File: src/rtl/counter_sweep_ctrl.sv
// Sequencer for an up/down counter: seeks to lo, then ping-pongs lo<->hi for N sweeps.
// Optional `pause` input is compiled in when COUNTER_SWEEP_PAUSE_EN is defined.
module counter_sweep_ctrl #(
    parameter int WIDTH   = 8,
    parameter int SWEEP_W = 4
) (
    input  logic               clk,
    input  logic               rst,
    input  logic               start,
    input  logic               stop,
`ifdef COUNTER_SWEEP_PAUSE_EN
    input  logic               pause,
`endif
    input  logic [WIDTH-1:0]   lo,
    input  logic [WIDTH-1:0]   hi,
    input  logic [SWEEP_W-1:0] sweeps,
    input  logic [WIDTH-1:0]   counter_out,
    output logic               enable,
    output logic               direction,
    output logic               busy,
    output logic               done,
    output logic               err,
    output logic [SWEEP_W-1:0] sweep_cnt
);

    typedef enum logic [2:0] {S_IDLE, S_SEEK, S_UP, S_DOWN, S_DONE} state_e;

    state_e             state_q, state_d;
    logic [WIDTH-1:0]   lo_q, lo_d, hi_q, hi_d;
    logic [SWEEP_W-1:0] sweeps_q, sweeps_d;
    logic [SWEEP_W-1:0] sweep_cnt_q, sweep_cnt_d, sweep_nxt;
    logic               busy_q, busy_d, done_q, done_d, err_q, err_d;
    logic               pause_w, running;

`ifdef COUNTER_SWEEP_PAUSE_EN
    assign pause_w = pause;
`else
    assign pause_w = 1'b0;
`endif

    assign running   = (state_q == S_SEEK) || (state_q == S_UP) || (state_q == S_DOWN);
    assign sweep_nxt = sweep_cnt_q + SWEEP_W'(1);

    always_comb begin
        state_d     = state_q;
        lo_d        = lo_q;
        hi_d        = hi_q;
        sweeps_d    = sweeps_q;
        sweep_cnt_d = sweep_cnt_q;
        err_d       = 1'b0;
        enable      = 1'b0;
        direction   = 1'b1;

        case (state_q)
            S_IDLE: begin
                if (start) begin
                    if (lo < hi) begin
                        lo_d        = lo;
                        hi_d        = hi;
                        sweeps_d    = sweeps;
                        sweep_cnt_d = '0;
                        state_d     = S_SEEK;
                    end else begin
                        err_d = 1'b1;
                    end
                end
            end
            S_SEEK: begin
                if (counter_out > lo_q) begin
                    enable    = 1'b1;
                    direction = 1'b0;
                end else if (counter_out < lo_q) begin
                    enable    = 1'b1;
                    direction = 1'b1;
                end else begin
                    state_d = S_UP;
                end
            end
            S_UP: begin
                enable = 1'b1;
                if (counter_out < hi_q) begin
                    direction = 1'b1;
                end else begin
                    // Reverse on the same cycle hi is seen so there is no dead cycle.
                    direction = 1'b0;
                    state_d   = S_DOWN;
                end
            end
            S_DOWN: begin
                if (counter_out > lo_q) begin
                    enable    = 1'b1;
                    direction = 1'b0;
                end else begin
                    sweep_cnt_d = sweep_nxt;
                    if ((sweeps_q != '0) && (sweep_nxt == sweeps_q)) begin
                        state_d = S_DONE;
                    end else begin
                        enable    = 1'b1;
                        direction = 1'b1;
                        state_d   = S_UP;
                    end
                end
            end
            S_DONE: state_d = S_IDLE;
            default: state_d = S_IDLE;
        endcase

        // stop beats pause; both freeze the counter before any turn decision lands.
        if (running && (stop || pause_w)) begin
            enable      = 1'b0;
            sweep_cnt_d = sweep_cnt_q;
            state_d     = stop ? S_IDLE : state_q;
        end

        if (rst) begin
            enable    = 1'b0;
            direction = 1'b1;
        end

        busy_d = (state_d == S_SEEK) || (state_d == S_UP) || (state_d == S_DOWN);
        done_d = (state_d == S_DONE);
    end

    always_ff @(posedge clk) begin
        if (rst) begin
            state_q     <= S_IDLE;
            lo_q        <= '0;
            hi_q        <= '0;
            sweeps_q    <= '0;
            sweep_cnt_q <= '0;
            busy_q      <= 1'b0;
            done_q      <= 1'b0;
            err_q       <= 1'b0;
        end else begin
            state_q     <= state_d;
            lo_q        <= lo_d;
            hi_q        <= hi_d;
            sweeps_q    <= sweeps_d;
            sweep_cnt_q <= sweep_cnt_d;
            busy_q      <= busy_d;
            done_q      <= done_d;
            err_q       <= err_d;
        end
    end

    assign busy      = busy_q;
    assign done      = done_q;
    assign err       = err_q;
    assign sweep_cnt = sweep_cnt_q;

endmodule

File: config.mk
export PLATFORM = sky130hd
export DESIGN_NAME = counter_sweep_ctrl
export DESIGN_NICKNAME = d
export VERILOG_FILES = /design/src/rtl/counter_sweep_ctrl.sv
export SDC_FILE = /design/constraint.sdc
export NUM_CORES = 1
export LEC_CHECK = 0
export BUFFER_PORTS_ARGS = -buffer_cell sky130_fd_sc_hd__buf_2
export CAP_MARGIN = 10
export CORE_MARGIN = 3
export CORE_UTILIZATION = 27
export DETAILED_ROUTE_END_ITERATION = 10
export GPL_ROUTABILITY_DRIVEN = 0
export PLACE_DENSITY = 0.44
export SYNTH_ARGS = -nofsm -noshare
export SYNTH_HDL_FRONTEND = slang
export SYNTH_SLANG_ARGS = --single-unit
File: constraint.sdc
create_clock -name clk -period 5.9 [get_ports clk]
set_clock_uncertainty 0.1 [all_clocks]
set_input_delay 0.295 -clock clk [delete_from_list [all_inputs] [get_ports clk]]
set_output_delay 0.295 -clock clk [all_outputs]
set_load 0.05 [all_outputs]
# Word-level counts from Yosys, hierarchy flattened
# Index checks and enable logic that the tools add are counted.
# Widths: inputs -> output; s select.
dict set report totals {
  ff_bits 30
  output_inout_bits 9
  elab_cells 66
}
dict set report op_classes {
  add_sub_neg 1
  order_cmp 4
  n_eq_ne 11
  n_mux 26
  n_bitwise 3
  n_reduce_logical 13
}
# operator n
set op_table {}
lappend op_table {{$mux 3} 9}
lappend op_table {{$lt 8x8->1} 3}
lappend op_table {{$eq 3x2->1 const B} 4}
lappend op_table {{$mux 4} 3}
lappend op_table {{$pmux 3 s4} 1}
lappend op_table {{$mux 1} 10}
lappend op_table {{$gt 8x8->1} 1}
lappend op_table {{$pmux 4 s2} 1}
lappend op_table {{$eq 3x1->1 const B} 2}
lappend op_table {{$ne 2x2->1 const B} 3}
lappend op_table {{$reduce_and 5->1} 1}
lappend op_table {{$add 4x1->4 const B} 1}
lappend op_table {{$eq 4x4->1} 1}
lappend op_table {{$logic_or 1x1->1} 4}
lappend op_table {{$reduce_bool 4->1} 1}
lappend op_table {{$eq 3x3->1 const B} 1}
lappend op_table {{$logic_not 3->1} 1}
lappend op_table {{$not 1->1} 3}
lappend op_table {{$pmux 1 s3} 1}
lappend op_table {{$reduce_and 3->1} 1}
lappend op_table {{$reduce_or 3->1} 1}
lappend op_table {{$logic_and 1x1->1} 2}
lappend op_table {{$pmux 1 s2} 1}
lappend op_table {{$reduce_bool 2->1} 1}
lappend op_table {{$reduce_or 2->1} 1}

# Logic depth before layout (Yosys ltp)
# Gate-level depths: netlist of the first run.
dict set report logic_depth {
  word_depth 10
  depth_mapped 9
  mapped_depth_nobuf 8
}

# Least setup slack after synthesis of the first run
# OpenSTA, ideal clock, no wires.
dict set report synth_path {
  path_kind {register to output}
  from {reg sweep_cnt_q[0] (netlist: sweep_cnt[0])}
  to {out enable}
  t_arrival_ps 3321
  t_required_ps 5505
  setup_slack_ps 2184
  path_stages_with_launch 7
  cell_sequence {dfxtp_1 -> nand3_2 -> xor2_2 -> mux2i_1 -> or4_4 -> o31ai_4 -> a2111oi_1}
}
dict set report synth_between {
  elab_chain_len 8
}
# item line_no
set synth_rtl {}
lappend synth_rtl {{start: declaration} 31} ;# logic [SWEEP_W-1:0] sweep_cnt_q, sweep_cnt_d, sweep_nxt;
lappend synth_rtl {{start signal: assignment} 139} ;# sweep_cnt_q <= sweep_cnt_d;
lappend synth_rtl {{$add 4x1->4} 42} ;# assign sweep_nxt = sweep_cnt_q + SWEEP_W'(1);
lappend synth_rtl {{$eq 4x4->1} 95} ;# if ((sweeps_q != '0) && (sweep_nxt == sweeps_q)) begin
lappend synth_rtl {{$logic_and 1x1->1} 95}
lappend synth_rtl {{$mux 1} 95}
lappend synth_rtl {{$mux 1} 90} ;# if (counter_out > lo_q) begin
lappend synth_rtl {{$pmux 1 s3} 54} ;# case (state_q)
lappend synth_rtl {{$mux 1} 109} ;# if (running && (stop || pause_w)) begin
lappend synth_rtl {{$mux 1} 115} ;# if (rst) begin
lappend synth_rtl {{end: declaration} 18} ;# output logic enable,
# Every way passes these cells.

# Final worst setup path of the first run
dict set report layout_path {
  from {reg lo_q[1]}
  to {out enable}
}
dict set report layout_between {
  elab_chain_len 6
  elab_cells_between_ends 8
  classes_between {order compare: 2; mux: 6}
}
# item line_no
set layout_rtl {}
lappend layout_rtl {{start: declaration} 29} ;# logic [WIDTH-1:0] lo_q, lo_d, hi_q, hi_d;
lappend layout_rtl {{start signal: assignment} 136} ;# lo_q <= lo_d;
lappend layout_rtl {{$lt 8x8->1} 72} ;# end else if (counter_out < lo_q) begin
lappend layout_rtl {{$mux 1} 72}
lappend layout_rtl {{$mux 1} 69} ;# if (counter_out > lo_q) begin
lappend layout_rtl {{$pmux 1 s3 *} 54}
lappend layout_rtl {{$mux 1 *} 109}
lappend layout_rtl {{$mux 1 *} 115}
# Mark *: on every way between the ends. The rest lies on a longest branch, timed or not.

==> metrics, run 1 <==
die width=91.00 um; # setup viols final=0; EDFF count, synth=0; Crit Path Max Fanout=3; Critical Path AT=2.68 ns; CP max stage delay=0.47 ns; DR vias/cell=4.547; CP endpoint kind=primary output; Cell Area, Synth=1951 sq um; Min-Delay Endpoint=sweeps_q[2]; worst hold path startpoint=sweeps[2]; Clock Sinks=30; Max Fclk=325.0 MHz; syn_nets=276; DIE HEIGHT=91.00 um; cell row count=30; Reg2Reg Setup Slack=3.67 ns; CP Cell Sequence=inv_1, ha_1, nor2b_1, o211ai_2, nand2_1, o21a_1, or3_1, a2111oi_1, buf_2; WHS Path Cells=3; post-synth top area share=0.3079; first-pass GRT wire length=7403 um; pwr dens=219.3 nW/um^2; Placed Instance Area=2231 sq um; Nets=316; CP delay by family, top=compound AO/OA/AOI/OAI gates; post-synthesis cell type with the largest combined area=dfxtp_1; Max-Cap Viols=0; initial core utilization=0.2824; WP data required=5.51 ns; setup TNS=0 ns; Routed Antenna Nets=0; top-count cell post-synth=dfxtp_1; number of buffers and inverters on the critical path=2; worst r2r dst=sweep_cnt[2]; Clock Latency Late Sink=0.29 ns; unrepaired setup endpoints after global routing=false; worst setup path startpoint=lo_q[1]; hpwl dp=3605 um; CTS Buffer Depth=2; post-CTS setup buffers=0; max-slew violations=0; cts hold-fix bufs=0; Synth top cells by count=dfxtp_1 (30), nor2_1 (29), inv_1 (24); DRT Wirelength=4552 um; initial antenna violation count=0; TritonCTS clock tree=built; H-tree levels=2; post-route cell area=2322 sq um; Distinct cells, synth=48; initial drt markers=50; Clk Tree Root Cell=clkbuf_8; num ports=41; critical path class=reg2out; yosys warns=0; Hold Path Class=in2reg; Pre-antenna DRT Iters=4; Crit-path slowest cell=a2111oi_1; GRT overflow=0; clk slew on worst S/H paths=0.06 ns; reg2reg path depth=8; Max VDD drop=0.07910 mV; period utilization=0.5214; CTS resizes=0; clock buffer count from CTS=5; outcome=finished clean; antenna fix cells=0; FF-to-FF Start=lo_q[7]; layout cells sized above 1=0.2214; die area=8280 sq um; LEAKAGE=1.096 nW; largest net degree at the start of global routing=29; fin crit period=3.076 ns; GRT Total Usage=0.1138; Via Count=1,628; Synth Instances=221; Layout Area Growth over Synthesis=19.05%; Worst-Margin Slew=0.7086 ns; drt wl/cell=12.72 um; core area=6907 sq um; post-synthesis sequential area ratio=0.3079; startpoint types=flip-flop; vias in the first global route=1,516; Port Buffers=40; fraction of registers with async set/reset=0; Max transition margin=0.5262; main area contributors after synthesis=dfxtp_1 (31%), ha_1 (15%), mux2i_1 (11%), nor2_1 (5.6%), inv_1 (4.6%); Hold Vio Cnt, Final=0; DRC=0; syn avg cell area=8.826 sq um; Seq cells post-synth=30; Main synth FF type=dfxtp_1
## cells by family after synthesis
kind of cell	share of synthesized area
buf+inv	0.07056
compound gates	0.1559
mux	0.1078
xor+xnor	0.02630
fa+ha+maj	0.1475
simple gates	0.1841
flops	0.3079
## worst min-delay path: cells and delay by family
kind,cells,cell delay [ns]
buf+inv,1,0.07
mux,1,0.05
simple gates,1,0.07
## worst max-delay path by stage
| stage | to | slack (ns) | depth (start not counted) |
|---|---|---|---|
| after detailed placement | enable | 3.07 | 9 |
| final | enable | 2.82 | 9 |
| after CTS | enable | 2.82 | 9 |
| after global routing | enable | 2.65 | 8 |
| after global placement | enable | 3.06 | 9 |
| after floorplan | enable | 2.18 | 6 |
## metal layers
layer	track usage	vias up	part of all wire
li1	-	858	-
met1	0.1633	734	0.53
met2	0.1582	30	0.42
met3	0.02817	6	0.034
met4	0.05276	0	0.018
met5	0	-	0
## power by group
group	total, W	internal, W	switching, W	leakage [nW]
clock	0.000172	0.0000939	0.0000784	0.0482
sequential	0.000222	0.000214	0.00000784	0.245
combinational	0.000115	0.0000491	0.0000657	0.803
## flip-flops by register name, summed over array words and instances (netlist names)
name and cells:
busy 1, sweeps_q 4, lo_q 8, err 1, state_q 3, hi_q 8, sweep_cnt 4, done 1
## placed cells by master (no fill, tap or decap), types with 2 or more instances in the layout
| cell type | Yosys | final |
|---|---|---|
| o21ai_0 | 5 | 5 |
| a211oi_1 | 2 | 2 |
| nand4_1 | 5 | 5 |
| and2_1 | 3 | 3 |
| clkbuf_8 | 0 | 6 |
| mux2i_1 | 21 | 21 |
| or3_1 | 3 | 3 |
| a21oi_1 | 13 | 13 |
| nand2_1 | 8 | 8 |
| nand3_1 | 4 | 4 |
| a31oi_1 | 2 | 2 |
| nor2_1 | 29 | 29 |
| a21o_1 | 4 | 4 |
| nand2b_1 | 3 | 3 |
| nor2b_1 | 2 | 2 |
| dfxtp_1 | 30 | 30 |
| nor3_1 | 2 | 2 |
| ha_1 | 23 | 23 |
| xnor2_1 | 3 | 3 |
| inv_1 | 24 | 24 |
| o211ai_2 | 2 | 2 |
| buf_2 | 2 | 40 |
## per-stage QoR
| stage | cells | setup WS (ns) | utilization | hold WS [ns] | power (W) |
|---|---|---|---|---|---|
| after floorplan | 221 | 2.184 | - | 0.3389 | 0.0003099 |
| after global routing | 358 | 2.650 | 0.3362 | 0.1460 | 0.0005416 |
| after CTS | 358 | 2.823 | 0.3362 | 0.1315 | 0.0005206 |
| after detailed placement | 350 | 3.071 | 0.3230 | 0.3842 | 0.0003425 |
| after global placement | 350 | 3.061 | 0.3230 | 0.3765 | 0.0003417 |
| final | 358 | 2.824 | 0.3362 | 0.1371 | 0.0005093 |
## area by class of cell
type / instances / area, sq um
well taps: 96 / 120.1
multi-input cells: 159 / 1212
inverters: 24 / 90.09
flip-flops and latches: 30 / 600.6
clock buffers: 7 / 86.33
repair buffers: 41 / 207.7
clock inverters: 1 / 5.005
fillers: 757 / 4584
Power figures use the tool's default switching activity.
==> inputs of run 2 (changes only) <==
PLACE_DENSITY = 0.46   (was 0.44)
clock period = 2.5 ns   (was 5.9 ns; I/O delays follow)
==> metrics, run 2 (same netlist as run 1, synthesis figures left out) <==
Critical Path AT=2.43 ns; pwr dens=485.8 nW/um^2; die width=91.00 um; startpoint types=flip-flop; Clock Sinks=30; CP Cell Sequence=inv_2, ha_4, nor2b_4, o211ai_2, nand2_1, o21a_1, or3_4, a2111oi_4, buf_6; DRT Wirelength=4811 um; reg2reg path depth=10; setup TNS=-0.1573 ns; FF-to-FF Start=lo_q[6]; antenna fix cells=0; Hold WS=-0.002531 ns; outcome=finished with violations; Max transition margin=0.6206; initial core utilization=0.2824; clock buffer count from CTS=5; Crit. path cell count=9; core area=6907 sq um; DIE HEIGHT=91.00 um; crit path to=enable; Max-Cap Viols=0; Clk Tree Root Cell=clkbuf_8; DRC=0; first-pass GRT wire length=7783 um; DR vias/cell=4.464; most common cell after layout, fill and taps aside=buf_2; WP data required=2.28 ns; Reg2Reg Setup Slack=0.25 ns; most frequent cells in the layout=buf_2 (38), nor2_1 (29), dfxtp_1 (25); Layout Area Growth over Synthesis=33.80%; LEAKAGE=1.191 nW; clk slew on worst S/H paths=0.06 ns; CP delay by family, top=compound AO/OA/AOI/OAI gates; Final WS setup=-0.1573 ns; Crit Path Max Fanout=3; die area=8280 sq um; number of buffers and inverters on the critical path=2; TritonCTS clock tree=built; H-tree levels=2; Max Fclk=376.3 MHz; cell row count=30; Hold Path Class=in2reg; worst setup path startpoint=lo_q[1]; Crit-path slowest cell=or3_4; CP max stage delay=0.39 ns; critical path class=reg2out; num ports=41; Routed Antenna Nets=0; Port Buffers=40; worst r2r dst=sweep_cnt[2]; Pre-antenna DRT Iters=4; initial drt markers=33; failing checks=negative hold slack, negative setup slack; CTS Buffer Depth=2; unrepaired setup endpoints after global routing=true; Via Count=1,674; WHS Path Cells=3; drt wl/cell=12.83 um; Clock Latency Late Sink=0.28 ns; period utilization=1.063; Nets=333; Hold Vio Cnt, Final=2; # setup viols final=1; layout cells sized above 1=0.2903; Worst-Margin Slew=0.5691 ns; largest net degree at the start of global routing=29; max-slew violations=0; hpwl dp=3653 um; Largest regs=hi_q: 8 flops, lo_q: 8 flops; FILL cells=738; fin crit period=2.657 ns; GRT Total Usage=0.1181; initial antenna violation count=0; Max VDD drop=0.2024 mV; CP endpoint kind=primary output; vias in the first global route=1,607; GRT overflow=0
## run 2: power breakdown
part | switching, W | total, W | internal [W]
Clock | 0.000192 | 0.000413 | 0.000221
Combinational | 0.000177 | 0.000334 | 0.000157
Sequential | 0.0000148 | 0.000521 | 0.000507
Total | 0.000383 | 0.00127 | 0.000885
## run 2: timing repair
action                                  CTS  global route
hold buffers                             10             0
endpoints found under the hold margin    10             0
buffers inserted                          2             2
endpoints found under the setup margin    2             4
gates resized for setup                   5            15
pin swaps                                 1            11
## run 2: routing by layer
| layer | global-route usage | share of wire |
|---|---|---|
| met5 | 0 | 0 |
| met4 | 0.05276 | 0.017 |
| met3 | 0.01988 | 0.025 |
| met2 | 0.1803 | 0.45 |
| met1 | 0.1627 | 0.50 |
## run 2: area by class of cell
| type | count | area [sq um] | share of cell area |
|---|---|---|---|
| flip-flops and latches | 30 | 606.8 | 0.2325 |
| inverters | 24 | 90.09 | 0.03452 |
| clock inverters | 2 | 12.51 | 0.004794 |
| well taps | 96 | 120.1 | 0.04602 |
| clock buffers | 6 | 82.58 | 0.03164 |
| multi-input cells | 159 | 1329 | 0.5091 |
| repair buffers | 58 | 369.1 | 0.1414 |
## run 2: worst min-delay path by stage
stage | slack, ns | from | endpoint
final | -0.003 | hi[0] | hi_q[0]
after global routing | 0.02 | lo[2] | lo_q[2]
after CTS | 0.001 | lo[7] | lo_q[7]
after detailed placement | 0.27 | sweeps[3] | sweeps_q[3]
after global placement | 0.26 | sweeps[0] | sweeps_q[0]
after floorplan | 0.17 | hi[0] | hi_q[0]
## run 2: worst register-to-register path, cell delays in order (launching register included)
cell and delay [ns]:
dfxtp_2 0.33, inv_1 0.04, ha_1 0.28, nand4_1 0.20, nor2_4 0.19, a211oi_4 0.06, buf_4 0.14, buf_4 0.13
nor4b_2 0.34, a21oi_1 0.12, a311oi_1 0.23
## run 2: per-stage QoR
step / instance area, sq um / total power [W] / util / worst slack, ns / cells
finish: 2610 / 0.001268 / 0.3779 / -0.1573 / 375
global route: 2610 / 0.001353 / 0.3779 / -0.2739 / 375
CTS: 2505 / 0.001263 / 0.3627 / -0.1431 / 374
detailed placement: 2280 / 0.0008200 / 0.3301 / 0.06796 / 354
global placement: 2280 / 0.0008181 / 0.3301 / 0.05537 / 354
floorplan: 1969 / 0.0007337 / - / 0.01533 / 221
==> inputs of run 3 (changes only) <==
PLACE_DENSITY = unset   (was 0.46)
PLACE_DENSITY_LB_ADDON = 0.2   (was unset)
SETUP_SLACK_MARGIN = 0.2   (was unset)
==> metrics, run 3 (same netlist as run 1, synthesis figures left out) <==
critical path class=reg2out; Crit-path slowest cell=a2111oi_4; pwr dens=502.3 nW/um^2; Max Fclk=385.8 MHz; FILL cells=741; clk slew on worst S/H paths=0.07 ns; startpoint types=flip-flop; unrepaired setup endpoints after global routing=true; initial core utilization=0.2824; GRT overflow=0; Clock Sinks=30; Worst-Margin Slew=0.6038 ns; drt wl/cell=12.74 um; hpwl dp=3640 um; num ports=41; Reg2Reg Setup Slack=0.25 ns; layout cells sized above 1=0.3077; most frequent cells in the layout=buf_2 (38), nor2_1 (28), dfxtp_1 (26); Place WS=0.04371 ns; cell row count=30; GRT Total Usage=0.1263; Critical Path AT=2.37 ns; die width=91.00 um; WP data required=2.28 ns; vias in the first global route=1,713; CP endpoint kind=primary output; initial drt markers=52; Port Buffers=40; DRC=0; Final WS setup=-0.09206 ns; first-pass GRT wire length=8514 um; Clock Latency Late Sink=0.28 ns; Pre-antenna DRT Iters=4; multi-input logic area=1336 sq um; Hold Vio Cnt, Final=0; most frequent CP cell=buf_6; largest net degree at the start of global routing=29; die area=8280 sq um; DR vias/cell=4.552; DIE HEIGHT=91.00 um; Seq. cell area=605.6 sq um; failing checks=negative setup slack; Via Count=1,739; max-slew violations=0; H-tree levels=2; core area=6907 sq um; Layout Area Growth over Synthesis=38.68%; setup TNS=-0.09206 ns; Hold WS=0.004262 ns; Nets=340; most common cell after layout, fill and taps aside=buf_2; Max transition margin=0.5975; period utilization=1.037; Clk Tree Root Cell=clkbuf_8; DRT Wirelength=4867 um; Max VDD drop=0.1967 mV; # setup viols final=1; antenna fix cells=0; Max-Cap Viols=0; Hold Path Class=in2reg; CTS Buffer Depth=2; Routed Antenna Nets=0; initial antenna violation count=0; CP Cell Sequence=inv_2, ha_4, nor2b_4, o211ai_2, buf_4, buf_6, a211oi_4, o31ai_4, a2111oi_4, buf_6; Largest regs=hi_q: 8 flops, lo_q: 8 flops; fin crit period=2.592 ns; TritonCTS clock tree=built; clock buffer count from CTS=5; WHS Path Cells=3; CP max stage delay=0.40 ns; Crit Path Max Fanout=3; outcome=finished with violations; reg2reg path depth=12; LEAKAGE=1.240 nW
[run 3: changes by cell type in the layout (fill, tap and decap cells not counted), sizes merged]
| cell | before | now |
|---|---|---|
| bufinv | 0 | 1 |
| clkinvlp | 1 | 0 |
| buf | 48 | 52 |
| clkinv | 1 | 2 |
| dlygate4sd3 | 10 | 13 |
| clkbuf | 6 | 5 |
[run 3: layout make-up]
class / instances / share of cell area
Clock buffer: 5 / 0.02544
Multi-Input combinational cell: 159 / 0.4940
Timing Repair Buffer: 65 / 0.1642
Sequential cell: 30 / 0.2239
Inverter: 24 / 0.03330
Clock inverter: 3 / 0.01480
Tap cell: 96 / 0.04440
[run 3: where the power goes]
group	internal [W]	switching, W
Clock	0.000293	0.000199
Combinational	0.000164	0.000182
Sequential	0.000506	0.0000152
Total	0.000963	0.000396
[run 3: repair_timing]
item	CTS	global route
pin swaps	11	12
buffers inserted	6	2
resized for setup	16	11
hold buffers	13	0
endpoints found under the setup margin	3	26
endpoints found under the hold margin	13	0
[run 3: layer usage]
| layer | GRT usage | share of wire | vias up |
|---|---|---|---|
| met5 | 0 | 0 | - |
| met4 | 0.03392 | 0.012 | 0 |
| met3 | 0.03231 | 0.037 | 5 |
| met2 | 0.1931 | 0.46 | 31 |
| met1 | 0.1758 | 0.49 | 796 |
| li1 | - | - | 907 |
[run 3: worst paths after layout]
path                   to    start
max                enable  lo_q[1]
min               lo_q[7]    lo[7]
max reg2reg  sweep_cnt[2]  lo_q[1]
min reg2reg       lo_q[1]  lo_q[1]
[run 3: critical path: cells and delay by family (launching register included)]
kind                       cells  cell delay (ns)
and+or+nand+nor                1             0.13
AOI/OAI and AO/OA              4             0.87
DFF                            1             0.33
buffers and inverters          4             0.50
adders and majority gates      1             0.25
[run 3: per-stage QoR]
stage,total power [W],area (sq um),instances,utilization
after floorplan,0.0007336,1972,221,-
after global placement,0.0008134,2275,353,0.3293
after detailed placement,0.0008173,2275,353,0.3293
after CTS,0.001358,2631,380,0.3810
after global routing,0.001453,2705,382,0.3917
final,0.001359,2705,382,0.3917
